### src/rtl/pipelined_cs_subtractor_pkg.sv
// Shared types and constants for the pipelined carry-select subtractor.
//   CSUB_WIDTH : default operand/result width
//   CSUB_HALF  : split point between the low and high halves
//   s1_t       : stage-1 register payload (low result + both high candidates)
//   res_t      : stage-2 result payload (diff, borrow, overflow)
package csub_pkg;

    localparam int unsigned CSUB_WIDTH = 32;

    // Split point for a WIDTH-bit operand; WIDTH must be even and >= 4.
    function automatic int unsigned half_of(input int unsigned width);
        return width / 2;
    endfunction

    localparam int unsigned CSUB_HALF = half_of(CSUB_WIDTH);

    typedef struct packed {
        logic [CSUB_HALF-1:0] lo_diff;
        logic                 lo_carry;
        logic [CSUB_HALF:0]   hi0;      // high half assuming no carry-in
        logic [CSUB_HALF:0]   hi1;      // high half assuming carry-in
        logic                 a_msb;
        logic                 b_msb;
    } s1_t;

    typedef struct packed {
        logic [CSUB_WIDTH-1:0] diff;
        logic                  borrow;
        logic                  overflow;
    } res_t;

endpackage

### src/rtl/pipelined_cs_subtractor_if.sv
// Valid/ready stream bus for the pipelined carry-select subtractor.
//   in_valid/in_ready/a/b                       : operand stream into the block
//   out_valid/out_ready/diff/borrow/overflow    : result stream out of the block
// master = producer/consumer around the block, slave = the subtractor itself.
interface pipelined_cs_subtractor_if #(
    parameter int unsigned WIDTH = csub_pkg::CSUB_WIDTH
);
    logic             in_valid;
    logic             in_ready;
    logic [WIDTH-1:0] a;
    logic [WIDTH-1:0] b;
    logic             out_valid;
    logic             out_ready;
    logic [WIDTH-1:0] diff;
    logic             borrow;
    logic             overflow;

    modport master (
        output in_valid, a, b, out_ready,
        input  in_ready, out_valid, diff, borrow, overflow
    );

    modport slave (
        input  in_valid, a, b, out_ready,
        output in_ready, out_valid, diff, borrow, overflow
    );
endinterface

### src/rtl/pipelined_cs_subtractor_adder.sv
// Plain W-bit adder with carry-in/carry-out; one building block of the
// carry-select structure.
//   a_i, b_i : W-bit addends
//   cin_i    : carry in
//   sum_o    : W-bit sum
//   cout_o   : carry out
module half_width_adder #(
    parameter int unsigned W = 16
) (
    input  logic [W-1:0] a_i,
    input  logic [W-1:0] b_i,
    input  logic         cin_i,
    output logic [W-1:0] sum_o,
    output logic         cout_o
);
    assign {cout_o, sum_o} = (W+1)'(a_i) + (W+1)'(b_i) + (W+1)'(cin_i);
endmodule

### src/rtl/pipelined_cs_subtractor.sv
// Two-stage pipelined carry-select subtractor: diff = a - b, computed as
// a + ~b + 1. Stage 1 registers the low-half result and both high-half
// candidates; stage 2 selects the candidate using the low-half carry.
//   clk  : clock, rising edge
//   rst  : synchronous active-high reset
//   bus  : slave side of the valid/ready operand/result stream
// WIDTH must equal csub_pkg::CSUB_WIDTH (the payload structs are sized by it).
module pipelined_cs_subtractor
    import csub_pkg::*;
#(
    parameter int unsigned WIDTH = CSUB_WIDTH
) (
    input  logic                      clk,
    input  logic                      rst,
    pipelined_cs_subtractor_if.slave  bus
);
    localparam int unsigned HALF = half_of(WIDTH);

    logic [HALF-1:0] a_lo, a_hi, nb_lo, nb_hi;
    logic [HALF-1:0] lo_sum, h0_sum, h1_sum;
    logic            lo_cout, h0_cout, h1_cout;

    s1_t  s1_q, s1_d;
    res_t res_q, res_d;
    logic s1_valid_q, s2_valid_q;
    logic s1_adv, s2_adv;
    logic [HALF:0] hi_sel;

    // Operand split; subtrahend inverted so the adders form a + ~b + cin.
    assign a_lo  = bus.a[HALF-1:0];
    assign a_hi  = bus.a[WIDTH-1:HALF];
    assign nb_lo = ~bus.b[HALF-1:0];
    assign nb_hi = ~bus.b[WIDTH-1:HALF];

    half_width_adder #(.W(HALF)) u_lo (
        .a_i(a_lo), .b_i(nb_lo), .cin_i(1'b1), .sum_o(lo_sum), .cout_o(lo_cout)
    );

    half_width_adder #(.W(HALF)) u_hi0 (
        .a_i(a_hi), .b_i(nb_hi), .cin_i(1'b0), .sum_o(h0_sum), .cout_o(h0_cout)
    );

    half_width_adder #(.W(HALF)) u_hi1 (
        .a_i(a_hi), .b_i(nb_hi), .cin_i(1'b1), .sum_o(h1_sum), .cout_o(h1_cout)
    );

    // Handshake: each stage advances when it is empty or its successor advances.
    always_comb begin
        s2_adv = !s2_valid_q || bus.out_ready;
        s1_adv = !s1_valid_q || s2_adv;
    end

    assign bus.in_ready = s1_adv;

    // Stage-1 payload.
    always_comb begin
        s1_d          = '0;
        s1_d.lo_diff  = lo_sum;
        s1_d.lo_carry = lo_cout;
        s1_d.hi0      = {h0_cout, h0_sum};
        s1_d.hi1      = {h1_cout, h1_sum};
        s1_d.a_msb    = bus.a[WIDTH-1];
        s1_d.b_msb    = bus.b[WIDTH-1];
    end

    // Carry-select: the low-half carry only picks a candidate, never ripples.
    always_comb begin
        res_d          = '0;
        hi_sel         = s1_q.lo_carry ? s1_q.hi1 : s1_q.hi0;
        res_d.diff     = {hi_sel[HALF-1:0], s1_q.lo_diff};
        res_d.borrow   = ~hi_sel[HALF];
        res_d.overflow = (s1_q.a_msb != s1_q.b_msb) && (hi_sel[HALF-1] != s1_q.a_msb);
    end

    // Pipeline registers; a stalled stage holds data and valid.
    always_ff @(posedge clk) begin
        if (rst) begin
            s1_valid_q <= 1'b0;
            s2_valid_q <= 1'b0;
            s1_q       <= '0;
            res_q      <= '0;
        end else begin
            if (s2_adv) begin
                s2_valid_q <= s1_valid_q;
                if (s1_valid_q) begin
                    res_q <= res_d;
                end
            end
            if (s1_adv) begin
                s1_valid_q <= bus.in_valid;
                if (bus.in_valid) begin
                    s1_q <= s1_d;
                end
            end
        end
    end

    assign bus.out_valid = s2_valid_q;
    assign bus.diff      = res_q.diff;
    assign bus.borrow    = res_q.borrow;
    assign bus.overflow  = res_q.overflow;

endmodule

### src/flat_wrapper.sv
// flat-port wrapper written by rule: the top's interface ports become plain ports
module pipelined_cs_subtractor_flat import csub_pkg::*;
#(
    parameter int unsigned WIDTH = CSUB_WIDTH
)
  (clk, rst, bus_in_valid, bus_a, bus_b, bus_out_ready, bus_in_ready, bus_out_valid, bus_diff, bus_borrow, bus_overflow);
  pipelined_cs_subtractor_if #(.WIDTH(WIDTH)) bus_i ();
  input  logic clk;
  input  logic rst;
  input wire logic [$bits(bus_i.in_valid)-1:0] bus_in_valid;
  input wire logic [$bits(bus_i.a)-1:0] bus_a;
  input wire logic [$bits(bus_i.b)-1:0] bus_b;
  input wire logic [$bits(bus_i.out_ready)-1:0] bus_out_ready;
  output wire logic [$bits(bus_i.in_ready)-1:0] bus_in_ready;
  output wire logic [$bits(bus_i.out_valid)-1:0] bus_out_valid;
  output wire logic [$bits(bus_i.diff)-1:0] bus_diff;
  output wire logic [$bits(bus_i.borrow)-1:0] bus_borrow;
  output wire logic [$bits(bus_i.overflow)-1:0] bus_overflow;
  assign bus_i.in_valid = bus_in_valid;
  assign bus_i.a = bus_a;
  assign bus_i.b = bus_b;
  assign bus_i.out_ready = bus_out_ready;
  assign bus_in_ready = bus_i.in_ready;
  assign bus_out_valid = bus_i.out_valid;
  assign bus_diff = bus_i.diff;
  assign bus_borrow = bus_i.borrow;
  assign bus_overflow = bus_i.overflow;
  pipelined_cs_subtractor #(.WIDTH(WIDTH)) u_core (.clk(clk), .rst(rst), .bus(bus_i));
endmodule
### config.mk
export PLATFORM = sky130hd
export DESIGN_NAME = pipelined_cs_subtractor_flat
export DESIGN_NICKNAME = d
export VERILOG_FILES = /design/src/rtl/pipelined_cs_subtractor_pkg.sv /design/src/rtl/pipelined_cs_subtractor_if.sv /design/src/rtl/pipelined_cs_subtractor_adder.sv /design/src/rtl/pipelined_cs_subtractor.sv /design/src/flat_wrapper.sv
export SDC_FILE = /design/constraint.sdc
export NUM_CORES = 1
export LEC_CHECK = 0
export CAP_MARGIN = 20
export CORE_ASPECT_RATIO = 1.2
export CORE_MARGIN = 2
export CORE_UTILIZATION = 45
export DETAILED_ROUTE_END_ITERATION = 8
export GPL_ROUTABILITY_DRIVEN = 0
export PLACE_DENSITY = 0.71
export SKIP_CTS_REPAIR_TIMING = 1
export SYNTH_ARGS = -nofsm -noshare
export SYNTH_HDL_FRONTEND = slang
export SYNTH_SLANG_ARGS = --single-unit
### constraint.sdc
create_clock -name clk -period 8.1 [get_ports clk]
set_input_delay 2.43 -clock clk [delete_from_list [all_inputs] [get_ports clk]]
set_output_delay 2.43 -clock clk [all_outputs]
set_load 0.01 [all_outputs]
==> reports/summary.txt <==
Reg power frac - 41.0%
WHS Endpoint - u_core.s1_q[31]
RSZ-0062 raised after global routing - false
Synth Area in Simple Gates - 22.7%
GR Overflow Total - 0
Cell taking the most area after synthesis - dfxtp_1
CTS tree - yes
Crit-path max FO - 5
Design Power - 1.21 mW
Fmax - 0.160 GHz
1st-pass router iterations - 4
Hold Path Origin - u_core.s1_q[31]
XOR/XNOR share of the synthesized area - 5.12%
Top Ports - 104
Reg2reg path depth - 5
Mapped cell area - 5260 sq um
Crit end category - output port
IO Port Bufs - 103
# placed instances - 887
Mapped Nets - 765
Drc violations - 0
Endpoints failing setup - 0
Initial antenna violation count - 0
Power per standard cell area - 181 nW/um^2
Share of cells above drive strength 1 - 5.22%
Yosys cell types - 61
Row Count - 43
Sequential share of the synthesized area - 33.9%
Die area - 12600 sq um
Max cap viols - 0
Critical-path top delay cell - clkdlybuf4s50_1
Tcrit/Tclk final - 77.1%
Crit path DAT - 3.81 ns
Drt via density - 5.24
Register-to-register setup slack - 6.04 ns
Power share of the combinational group - 26.8%
Clk_skew - 0.00525 ns
Ys Warns - 0
Top-area cell type share of the netlist area - 33.9%
Crit-path max cell delay - 0.50 ns
Net Sw Frac - 30.2%
Synth Area in Adders - 8.62%
Die height - 122 microns
Post-synth EDFFs - 0
Hold path depth - 2
Clk sinks - 89
Main area contributors after synthesis - dfxtp_1 (34%), ha_1 (7.9%), nand2_1 (7.4%)
DP Wirelength - 8.64 mm
1st-iter DRT viols - 268
Cells after Synth - 662
Worst path cell trace - clkdlybuf4s50_1, nor2b_1, nand2_1, clkdlybuf4s50_1
Vias in the first global route - 4477
Tot GR Track Use - 19.3%
Critical Path Most Common Cell - clkdlybuf4s50_1
Final WL - 11.7 mm
Outcome - completed
Largest net degree at the start of global routing - 93
Startpoint Class - primary input
Overall die width - 103 microns
Ys async rst share - 0%
Final slew viol count - 0
Worst Path Required - 5.67 ns
Final ANT Viol Nets - 0
Routed len/inst - 12.9 microns
Main combinational cell family by area after synthesis - simple AND/OR/NAND/NOR gates
Post-route setup TNS - 0 ns
Clk slew on worst S/H paths - 0.06 ns
Starting density of the core - 45.9%
First-pass GRT wire length - 19.7 mm
TritonCTS Buffers - 9
Kind of critical path - primary input to output port
Clk pwr share - 32.2%
H-tree depth - 3
ANT cells - 0
NetSw - 0.365 mW
# nets final - 845
Tmin final - 6.24 ns
Fill count - 1054
FF-to-FF Start - u_core.s1_q[36]
Top FF cell, synth - dfxtp_1
Most instantiated library cell after synthesis - nand2_1
P&R area growth vs syn - 26.6%
Hold Violations, Final - 0
Skew-Pair Late Insertion Delay - 0.33 ns
Worst relative slew slack - 26.2%
Core footprint - 11500 sq um
Tightest Pin Transition - 1.11 ns
Fin cells - 904
Worst Hold Class - flip-flop to flip-flop
Leak - 2.58 nW
Internal power - 0.843 mW
CTS Buffer Depth - 2
Synth cell count leaders - nand2_1 (104), dfxtp_1 (89), nor2_1 (68)
DR vias - 4741
Mapped Avg Cell Area - 7.94 sq um
Multiplexer share of the synthesized area - 3.48%
Crit Reg-Reg Endpoint - u_core.bus.overflow
Synth Area in Compound Gates - 20.6%
Worst vdd ir - 0.000111 V
Root buf cell - clkbuf_16
Flops & latches, synth - 89
-- how the worst max path moves through the flow --
stage,from,to,cells past startpoint
2_1_floorplan,bus_out_ready,bus_in_ready,2
3_3_place_gp,bus_out_ready,bus_in_ready,4
5_1_grt,bus_out_ready,bus_in_ready,4
3_5_place_dp,bus_out_ready,bus_in_ready,4
4_1_cts,bus_out_ready,bus_in_ready,4
6_report,bus_out_ready,bus_in_ready,4
-- logic make-up (layout without fill, tap and decap cells) --
logic type	after synthesis	count (layout)
AO/OA/AOI/OAI	163	163
XOR/XNOR	29	29
adder cells (fa/ha/maj)	35	35
buffers and inverters	75	160
flip-flops	89	89
multiplexers	18	18
AND/OR/NAND/NOR	253	253
-- metrics by stage --
stage / instance area (sq um) / hold WS [ns] / setup slack [ns] / utilization [%]
2_1_floorplan: 5260 / 0.425 / 2.89 / -
3_3_place_gp: 6350 / 0.436 / 1.90 / 55.4
3_5_place_dp: 6350 / 0.446 / 1.84 / 55.4
5_1_grt: 6660 / 0.466 / 1.78 / 58.1
4_1_cts: 6640 / 0.454 / 1.84 / 57.9
6_report: 6660 / 0.452 / 1.86 / 58.1
-- per-layer routing --
metal | up-vias | share of wire [%] | GRT usage, %
met3 | 13 | 3.4 | 2.45
met1 | 2169 | 46 | 23.9
met2 | 88 | 49 | 34.4
li1 | 2471 | - | -
met4 | 0 | 1.7 | 6.00
met5 | - | 0 | 0
-- flip-flops by register name (all words and copies together) (netlist names) --
| name | cells |
|---|---|
| u_core.bus.overflow | 1 |
| u_core.s1_q | 37 |
| u_core.s1_valid_q | 1 |
| u_core.res_d | 16 |
| u_core.bus.diff | 32 |
| u_core.bus.borrow | 1 |
| u_core.bus.out_valid | 1 |
-- power by group through the flow --
stage	Sequential, mW	Combinational (mW)	Clock [mW]
6_report	0.495	0.324	0.388
5_1_grt	0.499	0.362	0.410
4_1_cts	0.495	0.324	0.396
3_5_place_dp	0.505	0.322	0
3_3_place_gp	0.503	0.316	0
2_1_floorplan	0.502	0.225	0
-- critical path, delay by kind of cell --
| kind | cells | cell delay (ns) |
|---|---|---|
| buf+inv | 2 | 0.90 |
| simple gates | 2 | 0.48 |
-- placed cells by master (no fill, tap or decap), drive strengths merged, types with 13 or more instances in the layout --
cell and instances:
o21ai 20, xor2 13, a21oi 65, ha 33, nor3 20, nor2 68
mux2i 16, xnor2 16, inv 37, a211oi 36, clkdlybuf4s50 102, dfxtp 89
nand2 104
-- area by class of cell --
type                    instances  area [sq um]  area share [%]
multi-input cells             498          3190            47.9
flip-flops and latches         89          1780            26.8
clock buffers                  11           243            3.65
clock inverters                 5          41.3           0.620
repair buffers                106          1060            15.9
well taps                     157           196            2.95
inverters                      38           143            2.14
(Power assumes the default switching activity.)
==> RTL edit 1, RTL diff (config.mk and constraints unchanged) <==
Set the package constant `CSUB_WIDTH` to 28 (it was 32).
--- a/src/rtl/pipelined_cs_subtractor_pkg.sv
+++ b/src/rtl/pipelined_cs_subtractor_pkg.sv
@@ -5,7 +5,7 @@
 //   res_t      : stage-2 result payload (diff, borrow, overflow)
 package csub_pkg;
 
-    localparam int unsigned CSUB_WIDTH = 32;
+    localparam int unsigned CSUB_WIDTH = 28;
 
     // Split point for a WIDTH-bit operand; WIDTH must be even and >= 4.
     function automatic int unsigned half_of(input int unsigned width);
Interface: changed (resized bus_a, bus_b and bus_diff); port bits go from 104 to 92. No check against the original RTL was run, so the function may have changed too.
==> RTL edit 1 against the original RTL <==
Design area fell by 13%; clock skew shrank 0.0017 ns; highest routed layer unchanged; critical endpoint unchanged; synthesized area down 15%; critical path type unchanged; power fell by 8.9%; hold slack lost 0.0025 ns; sequential cell count fell by 10; setup slack gained 0.085 ns; wire length shrank 15%; largest cell class unchanged; first-iteration DRC count shrank 42%; sequential share of layout area increased by 0.66 points.
==> RTL edit 1: results (changes against the original RTL) <==
| Metric | Value |
|---|---|
| Outcome | finished, final reports clean |
| Synth Net Count | 651 (-15%) |
| Clock network area share | 5.25% (+0.98 points) |
| Final net count | 729 (-14%) |
| Clk_skew | 0.00359 ns (-0.00166 ns) |
| Placed cells | 750 (-15%) |
| Area share of buffers outside the clock network | 16.2% (+0.29 points) |
| PwrDens | 191 nW/um2 (+5.1%) |
| Vias in the first global route | 3836 (-14%) |
| Filler cell count | 879 (-17%) |
| Signal buffers | 95 (-10%) |
| Netlist cell types | 51 (-16%) |
| Initial DRC Count | 155 (-42%) |
| FF-to-FF path depth | 8 (+3) |
| Clock buffer count | 14 (+3) |
| Number of flip-flops in the largest register | 33 (-11%) |
| Hold path start | u_core.res_d[9]$_SDFFE_PP0P_ |
| Synth top area cells | dfxtp_1 35%, ha_1 8.1%, nand2_1 6.8% |
| Seq pwr share | 40.0% (-1.0 points) |
| Arr. time, crit path | 3.73 ns (-0.08 ns) |
| Least-Margin Pin Slew | 0.941 ns (-0.165 ns) |
| Worst VDD drop | 0.0000875 V (-21%) |
| Power share of the combinational group | 23.7% (-3.1 points) |
| Port bufs | 91 (-12%) |
| Vias per cell | 5.28 (+0.72%) |
| Total GRT Usage | 18.7% (-0.57 points) |
| Synth Register Bits | 79 (-11%) |
| Avg Cell Area, Syn | 7.99 um2 (+0.66%) |
| Flip-flop and latch area | 1580 um2 (-11%) |
| R2R Setup Slk | 6.19 ns (+0.15 ns) |
| DPL Wire Length | 7.09 mm (-18%) |
| Post-synth top cells | 81 x nand2_1, 79 x dfxtp_1, 56 x nor2_1 |
| Largest net degree at the start of global routing | 83 (-11%) |
| Reg2reg start | u_core.bus.out_valid$_SDFFE_PP0P_ |
| Layout cells sized above 1 | 4.67% (-0.56 points) |
| Global-route wire length before repair | 16.5 mm (-16%) |
| Die ar. | 10800 um2 (-14%) |
RTL edit 1: worst register-to-register path, cell delays in order (launching register included):
cell,delay (ns)
dfxtp_1,0.32
nor2b_1,0.30
nand2_1,0.13
and2_1,0.17
buf_4,0.28
nand2b_1,0.28
nor2_1,0.08
o41ai_1,0.06
o211ai_1,0.15
RTL edit 1: kinds of logic (layout without fill, tap and decap cells):
logic type | count (synthesis) | count (layout) | synth area share (%)
multiplexers | 15 | 15 | 3.38
XOR/XNOR | 20 | 20 | 3.91
adder cells (fa/ha/maj) | 31 | 31 | 9.00
flip-flops | 79 | 79 | 35.3
AO/OA/AOI/OAI | 138 | 138 | 20.5
buffers and inverters | 59 | 142 | 4.95
AND/OR/NAND/NOR | 218 | 218 | 22.9
RTL edit 1: layer usage:
layer,global-route usage [%],share of wire (%),vias up
met1,23.3,47,1834
met4,5.89,1.0,0
met3,3.26,4.3,8
met5,0,0,-
li1,-,-,2114
met2,32.5,48,90
==> RTL edit 2, RTL diff (same flow settings) <==
Made on the original files. Make the reset (`rst`) asynchronous in one clocked block. Comments in the files are not updated.
--- a/src/rtl/pipelined_cs_subtractor.sv
+++ b/src/rtl/pipelined_cs_subtractor.sv
@@ -73,7 +73,7 @@
     end
 
     // Pipeline registers; a stalled stage holds data and valid.
-    always_ff @(posedge clk) begin
+    always_ff @(posedge clk or posedge rst) begin
         if (rst) begin
             s1_valid_q <= 1'b0;
             s2_valid_q <= 1'b0;
Formal check against the unedited RTL: differs if rst is asserted again (counterexample within 4 cycles, from zero or initial values and one cycle with rst high); with rst held inactive, the same outputs for 10 cycles.
==> RTL edit 2 against the original RTL <==
Sequential cell count unchanged; hold slack better by 0.022 ns; wire length down 1.7%; sequential power up 28%; via count down 7.0%; largest cell class unchanged; setup slack better by 0.18 ns; power up 30%; design area up 5.8%; synthesized area up 5.5%.
==> RTL edit 2: results (changes against the original RTL) <==
| Metric | Value |
|---|---|
| FF-to-FF path depth | 6 (+1) |
| Post-synth top flop | dfrtp_1 |
| Final net count | 772 (-8.6%) |
| Leak pwr | 3.14 nW (+22%) |
| Area post-placement | 6720 um2 (+5.7%) |
| Final cycle utilization of the critical path | 74.8% (-2.3 points) |
| Post-synth top cells | 89 x dfrtp_1, 69 x nand2_1, 55 x o21ai_0 |
| Synth Net Count | 676 (-12%) |
| Largest net degree at the start of global routing | 90 (-3.2%) |
| Total GRT Usage | 17.9% (-1.3 points) |
| Comb power | 0.531 mW (+64%) |
| Vias per cell | 5.28 (+0.76%) |
| Reg2reg start | u_core.s1_valid_q$_DFFE_PP0N_ |
| Post-synthesis mux area share | 9.35% (+5.9 points) |
| Synth top area cells | dfrtp_1 40%, ha_1 7.4%, mux2_2 6.1% |
| Power share of the combinational group | 33.7% (+6.9 points) |
| Initial DRC Count | 197 (-26%) |
| Post-synth ARST share | 100% (+100 points) |
| Avg Cell Area, Syn | 9.67 um2 (+22%) |
| Worst VDD drop | 0.000135 V (+21%) |
| DR WL/cell | 13.8 um (+6.6%) |
| WL final | 11.5 mm (-1.7%) |
| Fin Hold WS | 0.474 ns (+0.0218 ns) |
| Flip-flop and latch area | 2230 um2 (+25%) |
| Adder-Cell Fraction of Synth Area | 8.17% (-0.45 points) |
| Outcome | finished, final reports clean |
| Arr. time, crit path | 3.63 ns (-0.18 ns) |
| Seq/Total Area, Yosys | 40.2% (+6.3 points) |
| Pre-CTS setup slack | 2.07 ns (+0.225 ns) |
| Post-Synth XOR/XNOR Area | 4.90% (-0.22 points) |
| Layout cells sized above 1 | 10.1% (+4.9 points) |
| Filler cell count | 1019 (-3.3%) |
| Post-synthesis compound-gate area fraction | 16.1% (-4.5 points) |
| Crit Path Max Fanout | 3 (-2) |
| Vias in the first global route | 4432 (-1.0%) |
| R2R Setup Slk | 5.86 ns (-0.18 ns) |
| Placed cells | 818 (-7.8%) |
[RTL edit 2: changes by cell type after synthesis, moves of 35 or more]
cell	unedited run	this run
a21oi_1	64	12
nor2_1	68	19
dfxtp_1	89	0
nand2_1	104	69
o21ai_0	12	55
dfrtp_1	0	89
[RTL edit 2: worst register-to-register path: cells and delay by family, from the launching register on]
kind / cells / cell delay (ns)
simple gates: 3 / 0.79
buf+inv: 2 / 0.66
flops: 1 / 0.37
compound gates: 1 / 0.30
[RTL edit 2: area by class of cell]
| type | instances | area share [%] |
|---|---|---|
| multi-input cells | 418 | 43.6 |
| clock buffers | 12 | 3.64 |
| repair buffers | 106 | 15.3 |
| well taps | 161 | 2.86 |
| clock inverters | 3 | 0.569 |
| flip-flops and latches | 89 | 31.6 |
| inverters | 45 | 2.42 |
[RTL edit 2: routing by layer]
metal	vias up	share of wire [%]	GRT usage [%]
li1	2226	-	-
met1	2063	45	21.8
met2	101	49	31.8
met3	17	4.3	2.97
met4	0	1.7	6.51
met5	-	0	0
